File: config.mk
export PLATFORM = sky130hd
export DESIGN_NAME = exu_divider
export DESIGN_NICKNAME = d
export VERILOG_FILES = /design/src/rtl/exu_divider.sv
export SDC_FILE = /design/constraint.sdc
export NUM_CORES = 1
export LEC_CHECK = 0
export CAP_MARGIN = 20
export CORE_AREA = 3 3 161 163
export DETAILED_ROUTE_END_ITERATION = 8
export DIE_AREA = 0 0 164 166
export GPL_TIMING_DRIVEN = 0
export HOLD_SLACK_MARGIN = 0.12
export PLACE_DENSITY = 0.63
export RECOVER_POWER = 25
export REMOVE_ABC_BUFFERS = 1
export SKIP_CTS_REPAIR_TIMING = 1
export SLEW_MARGIN = 20
export SYNTH_ARGS = -nofsm -noshare
export SYNTH_HDL_FRONTEND = slang
export SYNTH_SLANG_ARGS = --single-unit
File: constraint.sdc
create_clock -name clk -period 4.4 [get_ports clk]
set_input_delay 0.88 -clock clk [delete_from_list [all_inputs] [get_ports clk]]
set_output_delay 0.88 -clock clk [all_outputs]
set_load 0.01 [all_outputs]
File: src/rtl/exu_divider.sv
// Iterative radix-2 restoring divider for RV32M DIV/DIVU/REM/REMU.
// Divide-by-zero and signed overflow finish on a one-cycle fast path.
`ifndef REG_DATA_WIDTH
`define REG_DATA_WIDTH 32
`endif

module exu_divider #(
    parameter int WIDTH = `REG_DATA_WIDTH
) (
    input  logic             clk,
    input  logic             rst_n,
    input  logic             start_i,
    input  logic [WIDTH-1:0] dividend_i,
    input  logic [WIDTH-1:0] divisor_i,
    input  logic [3:0]       op_i,
    output logic [WIDTH-1:0] result_o,
    output logic             busy_o,
    output logic             valid_o
);

    typedef enum logic [1:0] {IDLE, CALC, FIXUP, DONE} state_t;

    localparam logic [5:0] LAST_STEP = 6'(WIDTH - 1);

    state_t           state;
    state_t           next_state;
    logic [5:0]       count;
    logic [WIDTH-1:0] rem;
    logic [WIDTH-1:0] quo;
    logic [WIDTH-1:0] divisor;
    logic             want_rem;
    logic             neg_quo;
    logic             neg_rem;
    logic [WIDTH-1:0] result;

    logic             dec_signed;
    logic             dec_rem;
    logic             sign_a;
    logic             sign_b;
    logic [WIDTH-1:0] mag_a;
    logic [WIDTH-1:0] mag_b;
    logic             div_zero;
    logic             overflow;
    logic             accept;
    logic [WIDTH:0]   shifted;
    logic [WIDTH:0]   trial;
    logic             q_bit;
    logic [WIDTH-1:0] quo_fix;
    logic [WIDTH-1:0] rem_fix;

    // DIVU is simply "neither signed nor remainder", so its one-hot bit is never read
    logic unused_divu;
    assign unused_divu = op_i[1];

    assign dec_signed = op_i[0] | op_i[2];
    assign dec_rem    = op_i[2] | op_i[3];
    assign sign_a     = dec_signed & dividend_i[WIDTH-1];
    assign sign_b     = dec_signed & divisor_i[WIDTH-1];
    assign mag_a      = sign_a ? -dividend_i : dividend_i;
    assign mag_b      = sign_b ? -divisor_i  : divisor_i;
    assign div_zero   = (divisor_i == '0);
    assign overflow   = dec_signed && (dividend_i == {1'b1, {(WIDTH-1){1'b0}}})
                        && (divisor_i == '1);
    assign accept     = (state == IDLE) && start_i;

    // The WIDTH+1-bit working remainder lets the trial subtraction expose its sign bit
    assign shifted = {rem, quo[WIDTH-1]};
    assign trial   = shifted - {1'b0, divisor};
    assign q_bit   = ~trial[WIDTH];
    assign quo_fix = neg_quo ? -quo : quo;
    assign rem_fix = neg_rem ? -rem : rem;

    always_ff @(posedge clk or negedge rst_n) begin
        if (!rst_n) begin
            state <= IDLE;
        end else begin
            state <= next_state;
        end
    end

    always_comb begin
        next_state = state;
        case (state)
            IDLE:    if (start_i) next_state = (div_zero || overflow) ? DONE : CALC;
            CALC:    if (count == LAST_STEP) next_state = FIXUP;
            FIXUP:   next_state = DONE;
            DONE:    next_state = IDLE;
            default: next_state = IDLE;
        endcase
    end

    always_comb begin
        busy_o   = (state != IDLE);
        valid_o  = (state == DONE);
        result_o = result;
    end

    always_ff @(posedge clk or negedge rst_n) begin
        if (!rst_n) begin
            count    <= '0;
            rem      <= '0;
            quo      <= '0;
            divisor  <= '0;
            want_rem <= 1'b0;
            neg_quo  <= 1'b0;
            neg_rem  <= 1'b0;
            result   <= '0;
        end else if (accept) begin
            count    <= '0;
            rem      <= '0;
            quo      <= mag_a;
            divisor  <= mag_b;
            want_rem <= dec_rem;
            neg_quo  <= sign_a ^ sign_b;
            neg_rem  <= sign_a;
            if (div_zero) begin
                result <= dec_rem ? dividend_i : '1;
            end else if (overflow) begin
                result <= dec_rem ? '0 : dividend_i;
            end
        end else begin
            case (state)
                CALC: begin
                    rem   <= q_bit ? trial[WIDTH-1:0] : shifted[WIDTH-1:0];
                    quo   <= {quo[WIDTH-2:0], q_bit};
                    count <= count + 6'd1;
                end
                FIXUP: result <= want_rem ? rem_fix : quo_fix;
                default: ;
            endcase
        end
    end

endmodule

# Word-level counts from Yosys, hierarchy flattened
# Cells that the tools add are included.
# op_classes
n_addsub,6
n_eq_ne,9
n_mux,22
bitwise,6
n_reduce_logical,11
# ops
cell,n
$mux W32,16
$neg A32 Y32,4
$eq A32 B32 Y1 const B,2
$sub A33 B32 Y33,1
$logic_not A32 Y1,1
$mux W6,2
$pmux W2 S4,1
$add A6 B1 Y6 const B,1
$eq A6 B5 Y1 const B,1
$mux W2,3
$reduce_bool A2 Y1,3
$eq A2 B2 Y1 const B,2
$ne A2 B2 Y1 const B,2
$reduce_and A2 Y1,2
$logic_and A1 B1 Y1,3
$ne A3 B3 Y1 const B,1
$and A1 B1 Y1,2
$eq A2 B1 Y1 const B,1
$logic_not A2 Y1,1
$or A1 B1 Y1,2
$logic_or A1 B1 Y1,1
$not A1 Y1,1
$xor A1 B1 Y1,1
# word_totals
reg_bits,139
in_bits,71
output_inout_bits,34
word_cells,63

# Depth between registers and ports, before layout
# Gate-level depths: netlist of run 1.
# depth
depth_word,7
ltp_mapped,14
mapped_depth_nobuf,12

# Worst setup path after synthesis of run 1
# No wires, ideal clock.
# synth_timing
path_type,input to register
from,input port dividend_i[8]
to,"register result[11], in the netlist result_o[11]"
setup_ps,92
arrival_time_ps,3522
required_time_ps,4308
path_slack_ps,787
stages,10
n_path_buf,2
path_cell_list,or4_4 -> or3_4 -> or4_4 -> or4_4 -> o21ai_2 -> nand2_2 -> and2_4 -> buf_6 -> buf_6 -> o31ai_2
# synth_via
elab_chain_len,5
# synth_rtl
element,line_no,text
"start, declared",13,"input logic [WIDTH-1:0] dividend_i,"
$eq A32 B32 Y1,62,"assign overflow = dec_signed && (dividend_i == {1'b1, {(WIDTH-1){1'b0}}})"
$logic_and A1 B1 Y1,62,
$logic_and A1 B1 Y1,63,&& (divisor_i == '1);
$ne A3 B3 Y1 (no line),--,
$reduce_and A2 Y1 (no line),--,
"end signal, assigned",117,result <= dec_rem ? dividend_i : '1;
"end signal, assigned",119,result <= dec_rem ? '0 : dividend_i;
"end signal, assigned",128,FIXUP: result <= want_rem ? rem_fix : quo_fix;
"end, declared",34,logic [WIDTH-1:0] result;
# Every way passes these cells.
# A chain may end at the register's enable or synchronous reset.

# Worst setup path after layout of run 1
# layout_timing
from,input port dividend_i[8]
to,"register result[26], in the netlist result_o[26]"
# Same word-level chain as after synthesis.

==> qor.yml, run 1 <==
hp-class: "reg -> reg"
cts.sinks: 139
irDropWorstVdd_uv: 347
critPathRequiredTime_ns: 4.77
first_pass_iters: 5
finalSetupTns_ns: 0
synth_edf_count: 0
grt_pass1_vias: 9238
grt_pass1_wl_um: 48700
startpoint_type: "input pin"
dr.max_layer_used: "met5"
nNetsFinal: 1524
ys_seq_elements: 139
async_reset_ff_share_pct: 100
outcome: "complete, but fails checks"
ys_types: 66
timing.fmax_mhz: 237
fillerInstances: 2331
wl_met1_um: 14500
power.leakage_uw: 0.00534
critPathArrivalTime_ns: 4.59
worstSetupPathType: "in -> reg"
drv_slew: 62
track_usage_pct: 21.9
synth_area_per_cell_um2: 8.11
layout.cells.most_common_list: "146 x o21ai_0, 141 x nand2_1, 137 x dfrtp_1"
rows: 57
antenna_found_initial: 1
cp-end-kind: "flop"
place_hpwl_um: 22000
wl_met3_um: 1530
tightest_slew_ns: 3.43
htreeDepth: 4
vias: 9960
syn_area_um2: 11000
die_area_um2: 27200
rsz0062_at_grt: "no"
core-area_um2: 24500
final_common_cell: "o21ai_0"
synth-seq-area-share_pct: 31.7
wl_met2_um: 13500
start_util_pct: 44.8
wl_per_cell_um: 17.2
cts_root_buffer: "clkbuf_16"
setup_viol: 0
cts.path.max_buffers: 2
ys.warnings.count: 0
skew_ns: 0.00919
wirelength_um: 30000
cts_inserted_buffers: 17
gr-total-overflow: 0
n_antenna_cell: 0
port_buffers: 103
cts_tree: "yes"
drc: 0
finalCriticalPeriod_ns: 4.22
synth_flop_cell: "dfrtp_1"
grt_max_degree: 79
post-route-util_pct: 53.4
drive_above_1_share_pct: 5.63
clk_transition_reported_paths_ns: 0.06
synthCells: 1352
vias_per_cell: 5.70
pin_count: 105
area_delta_synth_final_pct: 19.2
max_slew_margin_pct: -129
fp.dieW_um: 164
fp.dieH_um: 166
hold_violations: 0
power_density_nw_per_um2: 874
drtAntennaViolNets: 0
period_share_pct: 95.9
clock_latency_ns: 0.42
drt_iter0_markers: 690
cp_max_fo: 25
gp_congestion: 0.862
violations: "capacitance limit, slew limit"
holdWs_ns: 0.475
maxCapViolCount: 1
## area by class of cell
type,count,area [um^2],area share (%)
Multi-Input combinational cell,1079,7070,54.1
Sequential cell,139,3480,26.6
Timing Repair Buffer,117,1260,9.62
Clock buffer,21,460,3.52
Tap cell,324,405,3.10
Inverter,55,206,1.58
Clock inverter,11,190,1.45
## layer usage
metal / up-vias / GRT usage (%)
met4: 2 / 5.37
met3: 28 / 2.29
li1: 4988 / -
met2: 273 / 34.4
met5: - / 0
met1: 4669 / 32.4
## state kept, by name (all words and copies together) (netlist names)
| register | cells |
|---|---|
| count | 6 |
| want_rem | 1 |
| neg_rem | 1 |
| rem | 32 |
| quo | 32 |
| divisor | 32 |
| neg_quo | 1 |
| result_o | 32 |
| state | 2 |
## Yosys cell counts, types with 3 or more instances
library cell	n	area, um^2
a211o_1	3	26.3
a211oi_1	23	173
a21o_1	23	173
a21oi_1	103	515
a31oi_1	22	138
a41oi_1	5	43.8
and2_1	5	31.3
and3_1	8	50.1
buf_1	9	33.8
buf_2	4	20.0
clkbuf_1	64	240
dfrtp_1	139	3480
ha_1	43	538
inv_1	55	206
mux2i_1	52	521
nand2_1	143	537
nand2b_1	7	43.8
nand3_1	9	45.0
nand4_1	18	113
nor2_1	101	379
nor2b_1	9	56.3
nor3_1	21	105
nor3b_1	4	30.0
nor4_1	11	68.8
o211ai_1	21	158
o21a_1	11	82.6
o21ai_0	146	731
o21ai_1	5	25.0
o21bai_1	4	30.0
o22ai_1	10	62.6
o311ai_0	3	26.3
o31ai_1	32	240
o41ai_1	12	105
or2_2	3	18.8
or3_1	27	169
or4_1	10	75.1
or4_4	3	33.8
xnor2_1	95	832
xor2_1	54	473
## final timing paths
check	from	end	slack (ns)	cells past startpoint
max in group asynchronous	rst_n	result_o[15]	0.85	1
max reg2reg	quo[31]	rem[1]	0.28	15
min	divisor[14]	divisor[14]	0.47	2
min in group asynchronous	rst_n	divisor[2]	1.62	1
max	dividend_i[8]	result_o[26]	0.18	10
min reg2reg	divisor[14]	divisor[14]	0.47	2
## cell families after synthesis
family | count (synthesis) | synth area share [%]
muxes | 52 | 4.75
AOI/OAI and AO/OA | 445 | 25.0
and+or+nand+nor | 389 | 16.8
xor gates and xnor gates | 149 | 11.9
buffers and inverters | 134 | 4.77
adders and majority gates | 44 | 5.09
DFF | 139 | 31.7
## worst max-delay path, stage by stage
cell	delay [ns]
clkdlybuf4s50_1	0.53
or4_4	0.60
or3_4	0.36
or4_4	0.53
or4_4	0.47
o21ai_2	0.17
nand2_2	0.25
and2_4	0.38
o32ai_2	0.28
a21o_1	0.11
## per-stage QoR
stage                     instances  setup WS [ns]  cell area [um^2]  total power [uW]
after floorplan                1273         -0.546             10700              7710
after global placement         1700          -3.48             12100              9390
after detailed placement       1713         -0.598             12400              9670
after CTS                      1745         -0.163             13000             11300
after global routing           1746         0.0476             13100             12500
final                          1746          0.181             13100             11400
## where the power goes
part | switching [uW] | total [uW] | internal [uW]
Clock | 576 | 1610 | 1040
Combinational | 3900 | 7110 | 3210
Sequential | 791 | 2700 | 1910
Total | 5260 | 11400 | 6160
(Power assumes the default switching activity.)
==> run 2, diff against run 1 <==
--- a/config.mk
+++ b/config.mk
@@ -6,11 +6,12 @@
 export NUM_CORES = 1
 export LEC_CHECK = 0
 export CAP_MARGIN = 20
-export CORE_AREA = 3 3 161 163
+export CORE_AREA = 3 3 132 198
 export DETAILED_ROUTE_END_ITERATION = 8
-export DIE_AREA = 0 0 164 166
+export DIE_AREA = 0 0 135 201
 export GPL_TIMING_DRIVEN = 0
 export HOLD_SLACK_MARGIN = 0.12
+export MAX_ROUTING_LAYER = met4
 export PLACE_DENSITY = 0.63
 export RECOVER_POWER = 25
 export REMOVE_ABC_BUFFERS = 1
==> run 2 against run 1 <==
  * The run still ends with capacitance limit, slew limit left
  * Sequential power hardly changed
  * Worst setup slack worse by 0.022 ns
  * Combinational power is 0.8% lower
  * Register-to-register slack better by 0.04 ns
  * Critical path type unchanged
  * Sequential share of layout area is 0.16 points higher
  * Final cell count stayed put
  * Core utilization is 0.28 points lower
  * Maximum frequency is 0.51% lower
  * Clock skew is 0.00089 ns lower
  * Flip-flop and latch count stayed put
  * Power is 2.6% lower
==> qor.yml, run 2 (synthesis gave the netlist of run 1 again) <==
outcome: "complete, but fails checks"
violations: "capacitance limit, slew limit"
timing.fmax_mhz: 236
r2r.worst_path.cells: 15
pin_count: 105
worstSetupPathType: "in -> reg"
r2r_start: "quo[31]"
cts.sinks: 139
htreeDepth: 4
critPathArrivalTime_ns: 4.61
gr-total-overflow: 0
finalCriticalPeriod_ns: 4.24
clock_latency_ns: 0.43
wirelength_um: 30800
r2r-end: "rem[0]"
post-route-util_pct: 53.2
hold_start: "result_o[10]"
grt_pass1_vias: 9865
startpoint_type: "input pin"
start_util_pct: 44.9
port_buffers: 103
first_pass_iters: 5
fp.dieH_um: 201
setup_viol: 0
area_delta_synth_final_pct: 18.4
hold_violations: 0
skew_ns: 0.00830
cpMostUsedCell: "or4_4"
cts_tree: "yes"
rrSetupSlack_ns: 0.32
drv_slew: 72
detailed_place.area_um2: 12400
vias_per_cell: 5.73
power_density_nw_per_um2: 857
tightest_slew_ns: 3.25
cp_max_fo: 25
place_hpwl_um: 23100
die_area_um2: 27100
final_area_um2: 13000
rsz0062_at_grt: "no"
core-area_um2: 24400
rows: 70
holdWs_ns: 0.474
worst_hold_path.endpoint: "result_o[10]"
slowest_delay_ns: 0.61
cts.path.max_buffers: 2
hp-class: "reg -> reg"
antenna_found_initial: 0
drc: 0
vias: 10011
drtAntennaViolNets: 0
final_common_cell: "o21ai_0"
maxCapViolCount: 1
fp.dieW_um: 135
cp-end-kind: "flop"
cts_root_buffer: "clkbuf_16"
crit_chain: "clkdlybuf4s50_1, or4_4, or3_4, or4_4, or4_4, o21ai_2, nand2_2, and2_4, o32ai_2, a21o_1"
power.leakage_uw: 0.00532
drive_above_1_share_pct: 5.41
hold_depth: 2
n_antenna_cell: 0
grt_max_degree: 83
multi_input_area_um2: 7060
slowest_stage: "or4_4"
clk_transition_reported_paths_ns: 0.06
finalSetupTns_ns: 0
wl_per_cell_um: 17.6
cts_inserted_buffers: 17
period_share_pct: 96.4
seqCellArea_um2: 3480
power_uw: 11100
drt_iter0_markers: 652
grt_pass1_wl_um: 51000
track_usage_pct: 23.7
max_slew_margin_pct: -117
nNetsFinal: 1524
critPathRequiredTime_ns: 4.77
gp_congestion: 0.870
layout.cells.most_common_list: "146 x o21ai_0, 141 x nand2_1, 138 x dfrtp_1"
irDropWorstVdd_uv: 339
fillerInstances: 2317
-- run 2: how the worst max path moves through the flow --
| stage | from | endpoint | slack [ns] | depth (start not counted) |
|---|---|---|---|---|
| after CTS | divisor_i[2] | result_o[8] | -0.28 | 12 |
| after detailed placement | divisor_i[2] | result_o[8] | -0.73 | 12 |
| after global routing | divisor_i[2] | result_o[1] | 0.04 | 12 |
| after floorplan | rem[4] | rem[0] | -0.55 | 10 |
| after global placement | rst_n | count[5] | -3.40 | 1 |
| final | dividend_i[8] | result_o[26] | 0.16 | 10 |
-- run 2: stage by stage --
step	setup slack (ns)	std cells
3_5_place_dp	-0.733	1713
6_report	0.159	1746
5_1_grt	0.0380	1746
3_3_place_gp	-3.40	1700
2_1_floorplan	-0.546	1273
4_1_cts	-0.280	1745
-- run 2: layout make-up --
type | instances | area share, %
Tap cell | 324 | 3.12
Inverter | 55 | 1.59
Multi-Input combinational cell | 1079 | 54.3
Clock buffer | 25 | 3.89
Sequential cell | 139 | 26.8
Timing Repair Buffer | 117 | 9.80
Clock inverter | 7 | 0.482
-- run 2: report_power, final --
group / switching (uW) / total [uW] / internal [uW]
combinational: 3850 / 7050 / 3200
sequential: 770 / 2680 / 1910
clock: 551 / 1400 / 848
-- run 2: per-layer routing --
metal,up-vias,track usage [%],routed length [um]
met2,254,40.7,15900
li1,4994,-,-
met3,49,3.06,1130
met1,4714,28.2,12900
met4,0,9.26,903
met5,-,-,0
-- run 2: critical path, delay by kind of cell --
kind	cells	cell delay, ns
AND/OR/NAND/NOR	6	2.63
buffers and inverters	1	0.49
AO/OA/AOI/OAI	3	0.60
==> run 3, diff against run 2 <==
--- a/config.mk
+++ b/config.mk
@@ -6,9 +6,10 @@
 export NUM_CORES = 1
 export LEC_CHECK = 0
 export CAP_MARGIN = 20
-export CORE_AREA = 3 3 132 198
+export CORE_AREA = 2 2 131 197
+export CTS_CLUSTER_SIZE = 16
 export DETAILED_ROUTE_END_ITERATION = 8
-export DIE_AREA = 0 0 135 201
+export DIE_AREA = 0 0 133 199
 export GPL_TIMING_DRIVEN = 0
 export HOLD_SLACK_MARGIN = 0.12
 export MAX_ROUTING_LAYER = met4
@@ -20,3 +21,4 @@
 export SYNTH_ARGS = -nofsm -noshare
 export SYNTH_HDL_FRONTEND = slang
 export SYNTH_SLANG_ARGS = --single-unit
+export TNS_END_PERCENT = 30
==> run 3 against run 2 <==
  * The flow still finishes with violations (capacitance limit, slew limit)
  * Final cell count increased by 0.17%
  * Global-route usage grew 0.33 points
  * Critical path depth unchanged
  * Sequential power hardly changed
  * Sequential share of layout area hardly changed
  * Worst hold slack got worse by 0.0014 ns
==> qor.yml, run 3 (synthesis gave the netlist of run 1 again) <==
dp_cells: 1717
p_sw_uw: 5180
setup_viol: 0
power_density_nw_per_um2: 860
hold_violations: 0
grt_pass1_wl_um: 49600
clock_latency_ns: 0.43
setup_ws_ns: 0.182
irDropWorstVdd_uv: 350
wirelength_um: 30400
drt_iter0_markers: 500
r2r-end: "rem[1]"
post-route-util_pct: 52.4
place_hpwl_um: 22900
combPwrFrac_pct: 63.1
area_delta_synth_final_pct: 18.5
gr-total-overflow: 0
clk_transition_reported_paths_ns: 0.06
r2r_start: "quo[31]"
r2r.worst_path.cells: 15
drtAntennaViolNets: 0
cpMostUsedCell: "or4_4"
n_antenna_cell: 0
core-area_um2: 24800
seqPwrFrac_pct: 24.0
critPathArrivalTime_ns: 4.59
layout.cells.most_common_list: "146 x o21ai_0, 141 x nand2_1, 138 x dfrtp_1"
fin_cells: 1749
cts_root_buffer: "clkbuf_16"
worstSetupPathType: "in -> reg"
fillerInstances: 2377
die_area_um2: 26500
power.internal_uw: 5990
nNetsFinal: 1523
vias: 9938
final_area_um2: 13000
cts_inserted_buffers: 17
period_share_pct: 95.9
start_util_pct: 44.3
wl_per_cell_um: 17.4
grt_pass1_vias: 9794
max_slew_margin_pct: -113
drive_above_1_share_pct: 5.21
skew_ns: 0.00918
cts.sinks: 139
grt_max_degree: 84
path_depth: 10
outcome: "complete, but fails checks"
cp_max_fo: 25
hold_start: "result_o[20]"
critPathRequiredTime_ns: 4.77
detailed_place.area_um2: 12400
fp.dieW_um: 133
power.leakage_uw: 0.00531
clkPwrFrac_pct: 12.9
power_uw: 11200
tightest_slew_ns: 3.20
cp-end-kind: "flop"
port_buffers: 103
first_pass_iters: 5
dp_slack_ns: -0.720
pin_count: 105
worst_hold_path.endpoint: "result_o[20]"
drc: 0
hold_depth: 1
cp_num_buf_inv: 1
timing.fmax_mhz: 237
rrSetupSlack_ns: 0.21
maxCapViolCount: 1
cpLargestDelayFamily: "simple AND/OR/NAND/NOR gates"
fp.dieH_um: 199
startpoint_type: "input pin"
vias_per_cell: 5.68
violations: "capacitance limit, slew limit"
finalCriticalPeriod_ns: 4.22
cts_tree: "yes"
netSwitchingFraction_pct: 46.4
slowest_delay_ns: 0.61
final_common_cell: "o21ai_0"
drv_slew: 57
hp-class: "reg -> reg"
rows: 71
rsz0062_at_grt: "no"
slowest_stage: "or4_4"
antenna_found_initial: 0
crit_chain: "clkdlybuf4s50_1, or4_4, or3_4, or4_4, or4_4, o21ai_2, nand2_2, and2_4, o32ai_2, a21o_1"
gp_congestion: 0.858
track_usage_pct: 24.1
cts.path.max_buffers: 2
htreeDepth: 4
==> run 3: cell count changes in the layout (fill, tap and decap cells not counted), sizes merged <==
cell and delta:
buf -1, bufinv +1, clkbuf +1, clkinv -1
dlymetal6s4s -1
==> run 3: final cells by class <==
cell class | count | area, um^2 | share of cell area [%]
inverter | 55 | 206 | 1.59
tap | 328 | 410 | 3.16
clock buffer | 25 | 495 | 3.81
multi-input combinational | 1079 | 7060 | 54.3
timing repair buffer | 116 | 1260 | 9.70
clock inverter | 7 | 87.6 | 0.674
sequential | 139 | 3480 | 26.8
==> run 3: power by group through the flow <==
stage / combinational (uW) / clock [uW] / sequential, uW
global route: 7860 / 1520 / 2790
CTS: 7060 / 1470 / 2670
detailed placement: 7020 / 0 / 2690
global placement: 6690 / 0 / 2720
finish: 7060 / 1440 / 2680
floorplan: 5140 / 0 / 2570
==> run 3: through the flow <==
stage	setup TNS (ns)	hold WS (ns)
6_report	0	0.473
5_1_grt	0	0.495
4_1_cts	-4.59	0.371
3_5_place_dp	-17.85	0.465
3_3_place_gp	-631.51	0.460
2_1_floorplan	-19.37	0.450
==> run 3: worst max path at each step <==
stage / endpoint / startpoint / slack, ns
2_1_floorplan: rem[0] / rem[4] / -0.55
3_3_place_gp: result_o[28] / rst_n / -3.41
3_5_place_dp: result_o[8] / divisor_i[2] / -0.72
4_1_cts: result_o[8] / divisor_i[2] / -0.26
5_1_grt: rem[0] / quo[31] / 0.01
6_report: result_o[26] / dividend_i[8] / 0.18
==> run 3: worst register-to-register path, stage by stage, from the launching register on <==
cell	delay (ns)
dfrtp_1	0.43
inv_1	0.16
ha_1	0.26
fa_1	0.41
nand2b_1	0.18
a21oi_1	0.29
o2111ai_2	0.25
a31oi_2	0.29
a22oi_1	0.15
a21oi_1	0.25
xnor2_2	0.17
buf_8	0.19
buf_6	0.16
buf_6	0.16
or4b_2	0.60
o311ai_0	0.11
==> run 3: layer usage <==
layer	GRT usage [%]	wire, um	vias to the layer above
met5	-	0	-
met2	42.5	15600	214
met1	27.1	12700	4687
li1	-	-	4977
met4	11.2	1130	0
met3	3.16	996	60
